<file path="config.mk">
export PLATFORM = sky130hd
export DESIGN_NAME = issue_entry_fifo_flat
export DESIGN_NICKNAME = d
export VERILOG_FILES = /design/src/rtl/issue_entry_fifo_pkg.sv /design/src/rtl/issue_entry_fifo_if.sv /design/src/rtl/issue_entry_fifo.sv /design/src/flat_wrapper.sv
export SDC_FILE = /design/constraint.sdc
export NUM_CORES = 1
export LEC_CHECK = 0
export ABC_AREA = 1
export ABC_CLOCK_PERIOD_IN_PS = 1500
export CAP_MARGIN = 5
export CELL_PAD_IN_SITES_DETAIL_PLACEMENT = 0
export CELL_PAD_IN_SITES_GLOBAL_PLACEMENT = 1
export CORE_AREA = 2 2 178 163
export CTS_BUF_LIST = sky130_fd_sc_hd__clkbuf_8
export CTS_CLUSTER_DIAMETER = 40
export DETAILED_ROUTE_END_ITERATION = 7
export DIE_AREA = 0 0 180 165
export PLACE_DENSITY = 0.8
export SLEW_MARGIN = 10
export SYNTH_ARGS = -nofsm -noshare
export SYNTH_HDL_FRONTEND = slang
export SYNTH_SLANG_ARGS = --single-unit
</file>
<file path="constraint.sdc">
create_clock -name clk_i -period 1.5 [get_ports clk_i]
set_input_delay 0.225 -clock clk_i [delete_from_list [all_inputs] [get_ports clk_i]]
set_output_delay 0.225 -clock clk_i [all_outputs]
set_load 0.01 [all_outputs]
</file>
<file path="src/rtl/issue_entry_fifo_pkg.sv">
// Shared types for the decode-to-issue buffer.
// Entry layout is reused by the reorder stage delay slot.
package issue_entry_fifo_pkg;

  typedef struct packed {
    logic [31:0] pc;
    logic [7:0]  op;
    logic [4:0]  rd;
  } scoreboard_entry_t;

  typedef struct packed {
    scoreboard_entry_t sbe;
    logic              is_ctrl_flow;
  } issue_fifo_entry_t;

endpackage

</file>
<file path="src/rtl/issue_entry_fifo_if.sv">
// Decode/issue handshake bundle for issue_entry_fifo.
// slave = the fifo, master = its environment.
interface issue_entry_fifo_if
  import issue_entry_fifo_pkg::*;
#(
  parameter int DEPTH = 4
) ();

  localparam int CW = $clog2(DEPTH) + 1;

  logic              flush_i;
  scoreboard_entry_t decoded_entry_i;
  logic              decoded_entry_valid_i;
  logic              is_ctrl_flow_i;
  logic              decoded_entry_ack_o;
  scoreboard_entry_t issue_entry_o;
  logic              issue_entry_valid_o;
  logic              is_ctrl_flow_o;
  logic              issue_instr_ack_i;
  scoreboard_entry_t next_entry_o;
  logic              next_entry_valid_o;
  logic              next_is_ctrl_flow_o;
  logic [CW-1:0]     count_o;

  modport slave (
    input  flush_i,
    input  decoded_entry_i,
    input  decoded_entry_valid_i,
    input  is_ctrl_flow_i,
    output decoded_entry_ack_o,
    output issue_entry_o,
    output issue_entry_valid_o,
    output is_ctrl_flow_o,
    input  issue_instr_ack_i,
    output next_entry_o,
    output next_entry_valid_o,
    output next_is_ctrl_flow_o,
    output count_o
  );

  modport master (
    output flush_i,
    output decoded_entry_i,
    output decoded_entry_valid_i,
    output is_ctrl_flow_i,
    input  decoded_entry_ack_o,
    input  issue_entry_o,
    input  issue_entry_valid_o,
    input  is_ctrl_flow_o,
    output issue_instr_ack_i,
    input  next_entry_o,
    input  next_entry_valid_o,
    input  next_is_ctrl_flow_o,
    input  count_o
  );

endinterface

</file>
<file path="src/rtl/issue_entry_fifo.sv">
// In-order decode-to-issue buffer with head and head+1 read ports.
// Flop storage; outputs are registered, no fall-through.
module issue_entry_fifo
  import issue_entry_fifo_pkg::*;
#(
  parameter int DEPTH = 4
) (
  input  logic               clk_i,
  input  logic               rst_ni,
  issue_entry_fifo_if.slave  bus
);

  localparam int PW = $clog2(DEPTH);
  localparam int CW = PW + 1;

  issue_fifo_entry_t mem_q [DEPTH];
  issue_fifo_entry_t mem_d [DEPTH];
  logic [PW-1:0]     rd_q, rd_d;
  logic [PW-1:0]     wr_q, wr_d;
  logic [CW-1:0]     cnt_q, cnt_d;
  logic [PW-1:0]     rd_nxt;
  logic              full;
  logic              push;
  logic              pop;

  assign full   = (cnt_q == CW'(DEPTH));
  assign rd_nxt = rd_q + PW'(1);

  // Ack ignores the pop on purpose: keeps issue off decode's path
  assign bus.decoded_entry_ack_o =
    bus.decoded_entry_valid_i & ~full;

  assign push = bus.decoded_entry_valid_i & ~full
              & ~bus.flush_i;
  assign pop  = bus.issue_instr_ack_i
              & bus.issue_entry_valid_o
              & ~bus.flush_i;

  assign bus.issue_entry_o       = mem_q[rd_q].sbe;
  assign bus.is_ctrl_flow_o      = mem_q[rd_q].is_ctrl_flow;
  assign bus.next_entry_o        = mem_q[rd_nxt].sbe;
  assign bus.next_is_ctrl_flow_o = mem_q[rd_nxt].is_ctrl_flow;
  assign bus.issue_entry_valid_o = (cnt_q >= CW'(1));
  assign bus.next_entry_valid_o  = (cnt_q >= CW'(2));
  assign bus.count_o             = cnt_q;

  always_comb begin
    mem_d = mem_q;
    rd_d  = rd_q;
    wr_d  = wr_q;
    cnt_d = cnt_q;
    if (bus.flush_i) begin
      rd_d  = '0;
      wr_d  = '0;
      cnt_d = '0;
    end else begin
      if (push) begin
        mem_d[wr_q].sbe          = bus.decoded_entry_i;
        mem_d[wr_q].is_ctrl_flow = bus.is_ctrl_flow_i;
        wr_d = wr_q + PW'(1);
      end
      if (pop) begin
        rd_d = rd_nxt;
      end
      unique case ({push, pop})
        2'b10:   cnt_d = cnt_q + CW'(1);
        2'b01:   cnt_d = cnt_q - CW'(1);
        default: cnt_d = cnt_q;
      endcase
    end
  end

  always_ff @(posedge clk_i or negedge rst_ni) begin
    if (!rst_ni) begin
      for (int i = 0; i < DEPTH; i++) begin
        mem_q[i] <= '0;
      end
      rd_q  <= '0;
      wr_q  <= '0;
      cnt_q <= '0;
    end else begin
      mem_q <= mem_d;
      rd_q  <= rd_d;
      wr_q  <= wr_d;
      cnt_q <= cnt_d;
    end
  end

endmodule
</file>
<file path="src/flat_wrapper.sv">
// flat-port wrapper written by rule: the top's interface ports become plain ports
module issue_entry_fifo_flat import issue_entry_fifo_pkg::*;
#(
  parameter int DEPTH = 4
)
  (clk_i, rst_ni, bus_flush_i, bus_decoded_entry_i, bus_decoded_entry_valid_i, bus_is_ctrl_flow_i, bus_decoded_entry_ack_o, bus_issue_entry_o, bus_issue_entry_valid_o, bus_is_ctrl_flow_o, bus_issue_instr_ack_i, bus_next_entry_o, bus_next_entry_valid_o, bus_next_is_ctrl_flow_o, bus_count_o);
  issue_entry_fifo_if #(.DEPTH(DEPTH)) bus_i ();
  input  logic clk_i;
  input  logic rst_ni;
  input wire logic [$bits(bus_i.flush_i)-1:0] bus_flush_i;
  input wire logic [$bits(bus_i.decoded_entry_i)-1:0] bus_decoded_entry_i;
  input wire logic [$bits(bus_i.decoded_entry_valid_i)-1:0] bus_decoded_entry_valid_i;
  input wire logic [$bits(bus_i.is_ctrl_flow_i)-1:0] bus_is_ctrl_flow_i;
  output wire logic [$bits(bus_i.decoded_entry_ack_o)-1:0] bus_decoded_entry_ack_o;
  output wire logic [$bits(bus_i.issue_entry_o)-1:0] bus_issue_entry_o;
  output wire logic [$bits(bus_i.issue_entry_valid_o)-1:0] bus_issue_entry_valid_o;
  output wire logic [$bits(bus_i.is_ctrl_flow_o)-1:0] bus_is_ctrl_flow_o;
  input wire logic [$bits(bus_i.issue_instr_ack_i)-1:0] bus_issue_instr_ack_i;
  output wire logic [$bits(bus_i.next_entry_o)-1:0] bus_next_entry_o;
  output wire logic [$bits(bus_i.next_entry_valid_o)-1:0] bus_next_entry_valid_o;
  output wire logic [$bits(bus_i.next_is_ctrl_flow_o)-1:0] bus_next_is_ctrl_flow_o;
  output wire logic [$bits(bus_i.count_o)-1:0] bus_count_o;
  assign bus_i.flush_i = bus_flush_i;
  assign bus_i.decoded_entry_i = bus_decoded_entry_i;
  assign bus_i.decoded_entry_valid_i = bus_decoded_entry_valid_i;
  assign bus_i.is_ctrl_flow_i = bus_is_ctrl_flow_i;
  assign bus_decoded_entry_ack_o = bus_i.decoded_entry_ack_o;
  assign bus_issue_entry_o = bus_i.issue_entry_o;
  assign bus_issue_entry_valid_o = bus_i.issue_entry_valid_o;
  assign bus_is_ctrl_flow_o = bus_i.is_ctrl_flow_o;
  assign bus_i.issue_instr_ack_i = bus_issue_instr_ack_i;
  assign bus_next_entry_o = bus_i.next_entry_o;
  assign bus_next_entry_valid_o = bus_i.next_entry_valid_o;
  assign bus_next_is_ctrl_flow_o = bus_i.next_is_ctrl_flow_o;
  assign bus_count_o = bus_i.count_o;
  issue_entry_fifo #(.DEPTH(DEPTH)) u_core (.clk_i(clk_i), .rst_ni(rst_ni), .bus(bus_i));
endmodule
</file>
# --- After elaboration in Yosys (flattened, before gate mapping) ---
# Index checks and enable logic that the tools add are counted.
word_totals:
  output_inout_bits: 98
  register_bits: 191
  memories: 0
  mem_bits_rw: 0
  mem_bits_ro: 0
  latchBits: 0
  word_cells: 64
classes:
  eq_ne: 3
  mux: 18
  magnitude_cmp: 6
  n_shift: 0
  div: 0
  bitwise: 9
  add_sub_neg: 4
  multipliers: 0
  reduce_logical: 5
op_table:
  columns: ["operator", "n"]
  rows:
  - ["$bwmux W184", 2]
  - ["$mux W46", 5]
  - ["$bmux W46 S2", 2]
  - ["$demux W46 S2", 2]
  - ["$ge A3 B3 Y1 const B", 3]
  - ["$not A2 Y3", 3]
  - ["$mux W2", 4]
  - ["$pmux W3 S2", 1]
  - ["$add A2 B1 Y2 const B", 2]
  - ["$and A1 B1 Y1", 4]
  - ["$reduce_bool A2 Y1", 2]
  - ["$add A3 B1 Y3 const B", 1]
  - ["$eq A3 B3 Y1 const B", 1]
  - ["$ge A3 B1 Y1 const B", 1]
  - ["$ge A3 B2 Y1 const B", 1]
  - ["$lt A3 B1 Y1 const B", 1]
  - ["$mux W3", 1]
  - ["$reduce_bool A3 Y1", 1]
  - ["$sub A3 B1 Y3 const B", 1]
  - ["$eq A2 B1 Y1 const B", 1]
  - ["$eq A2 B2 Y1 const B", 1]
  - ["$not A1 Y1", 2]
  - ["$reduce_and A2 Y1", 1]
  - ["$logic_and A1 B1 Y1", 1]
  - ["$mux W1", 1]

# --- Depth between registers and ports, before layout ---
# Gate-level depths: netlist of run 1.
depth:
  depth_word: 7
  depth_mapped: 11
  depth_no_buf: 11

# --- Worst setup path after synthesis of run 1 ---
# OpenSTA, ideal clock, no wires.
synth_path:
  path_type: "register to register"
  startpoint: "reg u_core.cnt_q[0], in the netlist u_core.bus.count_o[0]"
  endpoint: "reg u_core.mem_q[108] in the netlist's numbering"
  path_stages_with_launch: 10
  path_slack_ps: -128
  n_path_buf: 1
  arrival_time_ps: 1497
  path_cell_list: "dfrtp_1 > inv_1 > ha_1 > nand2_1 > nand2_2 > inv_4 > nand2_8 > nor2_4 > clkbuf_1 > o21ai_1"
synth_between:
  elab_chain_len: 5
synth_lines:
  columns: ["element", "line", "text"]
  rows:
  - ["start: declaration", "issue_entry_fifo.sv:20", "logic [CW-1:0] cnt_q, cnt_d;"]
  - ["start signal: assignment", "issue_entry_fifo.sv:85", "cnt_q <= cnt_d;"]
  - ["$eq A3 B3 Y1", "issue_entry_fifo.sv:26", "assign full = (cnt_q == CW'(DEPTH));"]
  - ["$not A1 Y1", null, null]
  - ["$and A1 B1 Y1", null, null]
  - ["via bus_decoded_entry_ack_o", "flat_wrapper.sv:14", "output wire logic [$bits(bus_i.decoded_entry_ack_o)-1:0] bus_decoded_entry_ack_o;"]
  - ["$and A1 B1 Y1", "issue_entry_fifo.sv:34", "& ~bus.flush_i;"]
  - ["$reduce_and A2 Y1 (no source line)", null, null]
  - ["end signal: assignment", "issue_entry_fifo.sv:82", "mem_q <= mem_d;"]
  - ["end: declaration", "issue_entry_fifo.sv:16", "issue_fifo_entry_t mem_q [DEPTH];"]
# The timed path passes the listed nets, and every way through them passes these cells.
# A chain may end at the register's enable or synchronous reset.

# --- Worst setup path after layout of run 1 ---
layout_path:
  startpoint: "reg u_core.rd_q[0]"
  endpoint: "out bus_next_entry_o[35]"
layout_between:
  elab_chain_len: 5
layout_lines:
  columns: ["element", "line", "text"]
  rows:
  - ["start: declaration", "issue_entry_fifo.sv:18", "logic [PW-1:0] rd_q, rd_d;"]
  - ["start signal: assignment", "issue_entry_fifo.sv:83", "rd_q <= rd_d;"]
  - ["$add A2 B1 Y2", "issue_entry_fifo.sv:27", "assign rd_nxt = rd_q + PW'(1);"]
  - ["$not A2 Y3 (not written as such)", "issue_entry_fifo.sv:41", "assign bus.next_entry_o = mem_q[rd_nxt].sbe;"]
  - ["$bmux W46 S2", "issue_entry_fifo.sv:41", null]
  - ["$mux W46 (not written as such) (2 in a row)", "issue_entry_fifo.sv:41", null]
  - ["end: declaration", "flat_wrapper.sv:19", "output wire logic [$bits(bus_i.next_entry_o)-1:0] bus_next_entry_o;"]
# Every way passes these cells. The select of a mux whose other input is x is not followed.

==> results of run 1 <==
cell type report:
| cell class | count | area (um2) |
|---|---|---|
| clock buffer | 19 | 261.5 |
| clock inverter | 12 | 112.6 |
| multi-input combinational | 786 | 5159 |
| timing repair buffer | 357 | 3272 |
| timing repair inverter | 2 | 20.02 |
| tap | 360 | 450.4 |
| fill | 2566 | 12800 |
| sequential | 191 | 4787 |
| inverter | 202 | 788.3 |
critical path: cells and delay by family, from the launching register on:
family / cells / cell delay [ns]
compound gates: 1 / 0.10
simple gates: 2 / 0.22
flops: 1 / 0.56
buf+inv: 4 / 0.63
metrics by stage:
step / power, uW / instances / worst slack (ns) / setup TNS, ns / util, %
after floorplan: 18530 / 1275 / -0.01525 / -1.936 / -
after global placement: 27870 / 1860 / -0.6472 / -81.14 / 49.18
after detailed placement: 28120 / 1860 / -0.6055 / -83.90 / 49.18
after CTS: 31670 / 1915 / -0.7368 / -108.37 / 51.73
after global routing: 35360 / 1929 / -0.8168 / -124.88 / 53.71
final: 32930 / 1929 / -0.7118 / -99.98 / 53.71
cells by family after synthesis:
family | count (synthesis) | share of synthesized area, %
compound gates | 469 | 29.25
buf+inv | 298 | 13.60
simple gates | 306 | 11.29
fa+ha+maj | 9 | 1.052
flops | 191 | 44.64
xor+xnor | 2 | 0.1636
registers in the layout (all words and copies together), names as in the netlist:
| name | flops |
|---|---|
| u_core.bus.count_o | 3 |
| u_core.rd_q | 2 |
| u_core.mem_q | 184 |
| u_core.wr_q | 2 |
cells in the mapped netlist:
| cell | number | share of area [%] |
|---|---|---|
| dfrtp_1 | 191 | 45 |
| clkbuf_2 | 1 | 0.047 |
| nor2_1 | 3 | 0.11 |
| o21ai_1 | 23 | 1.1 |
| nand2_8 | 1 | 0.19 |
| buf_4 | 4 | 0.28 |
| buf_2 | 27 | 1.3 |
| inv_1 | 200 | 7.0 |
| o31ai_1 | 1 | 0.070 |
| o221ai_1 | 46 | 3.8 |
| buf_1 | 3 | 0.11 |
| nand4_1 | 2 | 0.12 |
| buf_6 | 32 | 3.4 |
| o22ai_1 | 46 | 2.7 |
| clkbuf_1 | 25 | 0.88 |
| nand2_2 | 1 | 0.058 |
| inv_2 | 1 | 0.035 |
| a21oi_1 | 139 | 6.5 |
| nand2_1 | 290 | 10 |
| nand3_1 | 5 | 0.23 |
| o21ai_2 | 147 | 12 |
| inv_4 | 1 | 0.058 |
| nor2_4 | 4 | 0.42 |
| buf_8 | 4 | 0.56 |
| ha_1 | 9 | 1.1 |
| xnor2_1 | 2 | 0.16 |
| o21ai_0 | 67 | 3.1 |
where the power goes:
| group | leakage (uW) | switching, uW | internal [uW] |
|---|---|---|---|
| combinational | 0.00463 | 10900 | 9840 |
| sequential | 0.00219 | 1240 | 7500 |
| clock | 0.000199 | 2000 | 1410 |
| total | 0.00702 | 14200 | 18700 |
metal layers:
metal	global-route usage (%)	wire length, um	vias up
li1	-	-	4776
met1	29.34	15090	4759
met2	36.97	15560	257
met3	3.749	1681	35
met4	6.763	461	2
met5	0	16	-
worst max-delay path by stage:
stage | startpoint | endpoint | slack (ns) | cells past startpoint
3_5_place_dp | u_core.rd_q[0] | bus_next_entry_o[41] | -0.61 | 6
3_3_place_gp | u_core.rd_q[0] | bus_next_entry_o[9] | -0.65 | 6
5_1_grt | u_core.rd_q[0] | bus_issue_entry_o[22] | -0.82 | 6
6_report | u_core.rd_q[0] | bus_next_entry_o[35] | -0.71 | 7
2_1_floorplan | u_core.bus.count_o[0] | u_core.mem_q[93] | -0.02 | 11
4_1_cts | u_core.rd_q[0] | bus_next_entry_o[20] | -0.74 | 6
what timing repair did:
action / CTS / global route
pin swaps: 10 / 5
hold buffers: 1 / 0
hold endpoints to repair: 40 / 0
resized for setup: 468 / 125
gates cloned: 6 / 4
buffers inserted: 17 / 12
setup endpoints to repair: 285 / 289
==> summary.txt, run 1 <==
Cells and area
  – Nets: 1,617
  – Syn-to-layout area delta: 38.71%
  – Antenna diodes: 0
  – Share of cells above drive strength 1: 40.03%
  – Design area: 14,850 um2
  – Most frequent cells in the layout: nand2_1, inv_1, dfrtp_1, o21ai_2, buf_4
  – Most common cell after layout, fill and taps aside: nand2_1

Synthesis
  – Post-synth net total: 1,335
  – Seq/Total Area, Yosys: 44.64%
  – Synthesized netlist cell count: 1,275
  – Yosys Warn Count: 0
  – Unique cell type count in the Yosys netlist: 27
  – Synthesized area: 10,710 um2
  – Mean Syn Cell Area: 8.397 um2
  – FF+latch count, synth: 191

Timing
  – Final Max Slew Viols: 0
  – RSZ-0062 raised after global routing: true
  – Slew at the pin closest to its max-slew limit: 0.5067 ns
  – Final setup vio count: 287
  – Highest clock rate: 0.4521 GHz
  – Hold Slack: 0.2749 ns
  – Final worst slack: -0.7118 ns
  – Final Hold Violating Endpoints: 0
  – Crit share post-route: 147.5%
  – Clock Skew: 0.01183 ns
  – Tmin final: 2.212 ns
  – Relative slew slack: 66.22%

Clock network
  – CTS Buf Count: 17
  – CTS tree: done
  – Later-pin clock latency in the skew report: 0.48 ns
  – Clock buffer depth: 2
  – CTS Root Cell: clkbuf_8
  – Worst-path clk slew: 0.09 ns
  – Clock sink count: 191
  – H-tree levels: 4

Die
  – Height of the die: 165 um
  – Die W: 180 um
  – Total I/O pin count: 149
  – Core ar.: 27,650 um2
  – Num rows: 58
  – Initial Util: 38.72%
  – Die Footprint: 29,700 um2

Worst setup path
  – Kind of start point of the critical path: register
  – Worst Path Max Fanout: 11
  – Cell Chain, Critical Path: nor2_4, clkinv_4, buf_4, clkbuf_16, nand2_1, o221ai_1, buf_2
  – Critical R2R Launch: u_core.bus.count_o[0]
  – R2r endpoint: u_core.mem_q[174]
  – Worst path max stage delay: 0.56 ns
  – Crit path kind: register to output port
  – Worst Setup End Kind: output port
  – Crit-path slowest cell: dfrtp_4
  – Critical Path RT: 1.27 ns
  – Reg2reg setup slack: -0.28 ns
  – Worst EP arrival: 1.99 ns
  – Reg2reg path depth: 12

GRT
  – Largest net degree at the start of global routing: 50
  – First-pass GRT wire length: 51.86 mm
  – Number of global-route vias before repair: 9,736
  – Initial antenna violation count: 2
  – GRT Residual Overflow: 0
  – Gr usage total: 22.06%

Detailed routing
  – Total Wirelength: 32.80 mm
  – DR vias/cell: 5.095
  – Drt pass-1 iters: 5
  – Remaining antenna violation count: 0
  – 1st-iter DRT viols: 678
  – Wire per inst: 17.01 um
  – Routed vias: 9,829
  – DRC: 0

Job
  – Max cap viols: 0

Power
  – Power Density: 2217 nW/um2
  – Peak VDD IR: 1120 uV
  – Pleak: 0.007021 uW

Hold path
  – Min-Delay Path Class: input pin to asynchronous set/reset pin

Placement
  – Placer Congestion: 0.8542
  – DPL Wire Length: 20.27 mm
  – PortBufs: 148
  – Placed cell area: 13,600 um2

Run status
  – Failing checks: setup timing
  – Outcome: complete, but fails checks
No activity file was read; power rests on OpenSTA's default activity.
==> inputs of run 2 (changes only) <==
- CTS_CLUSTER_DIAMETER: 40 -> 200
- GPL_ROUTABILITY_DRIVEN: unset -> 0
==> results of run 2 <==
No change in the layout: final DEF, timing and power equal those of run 1.
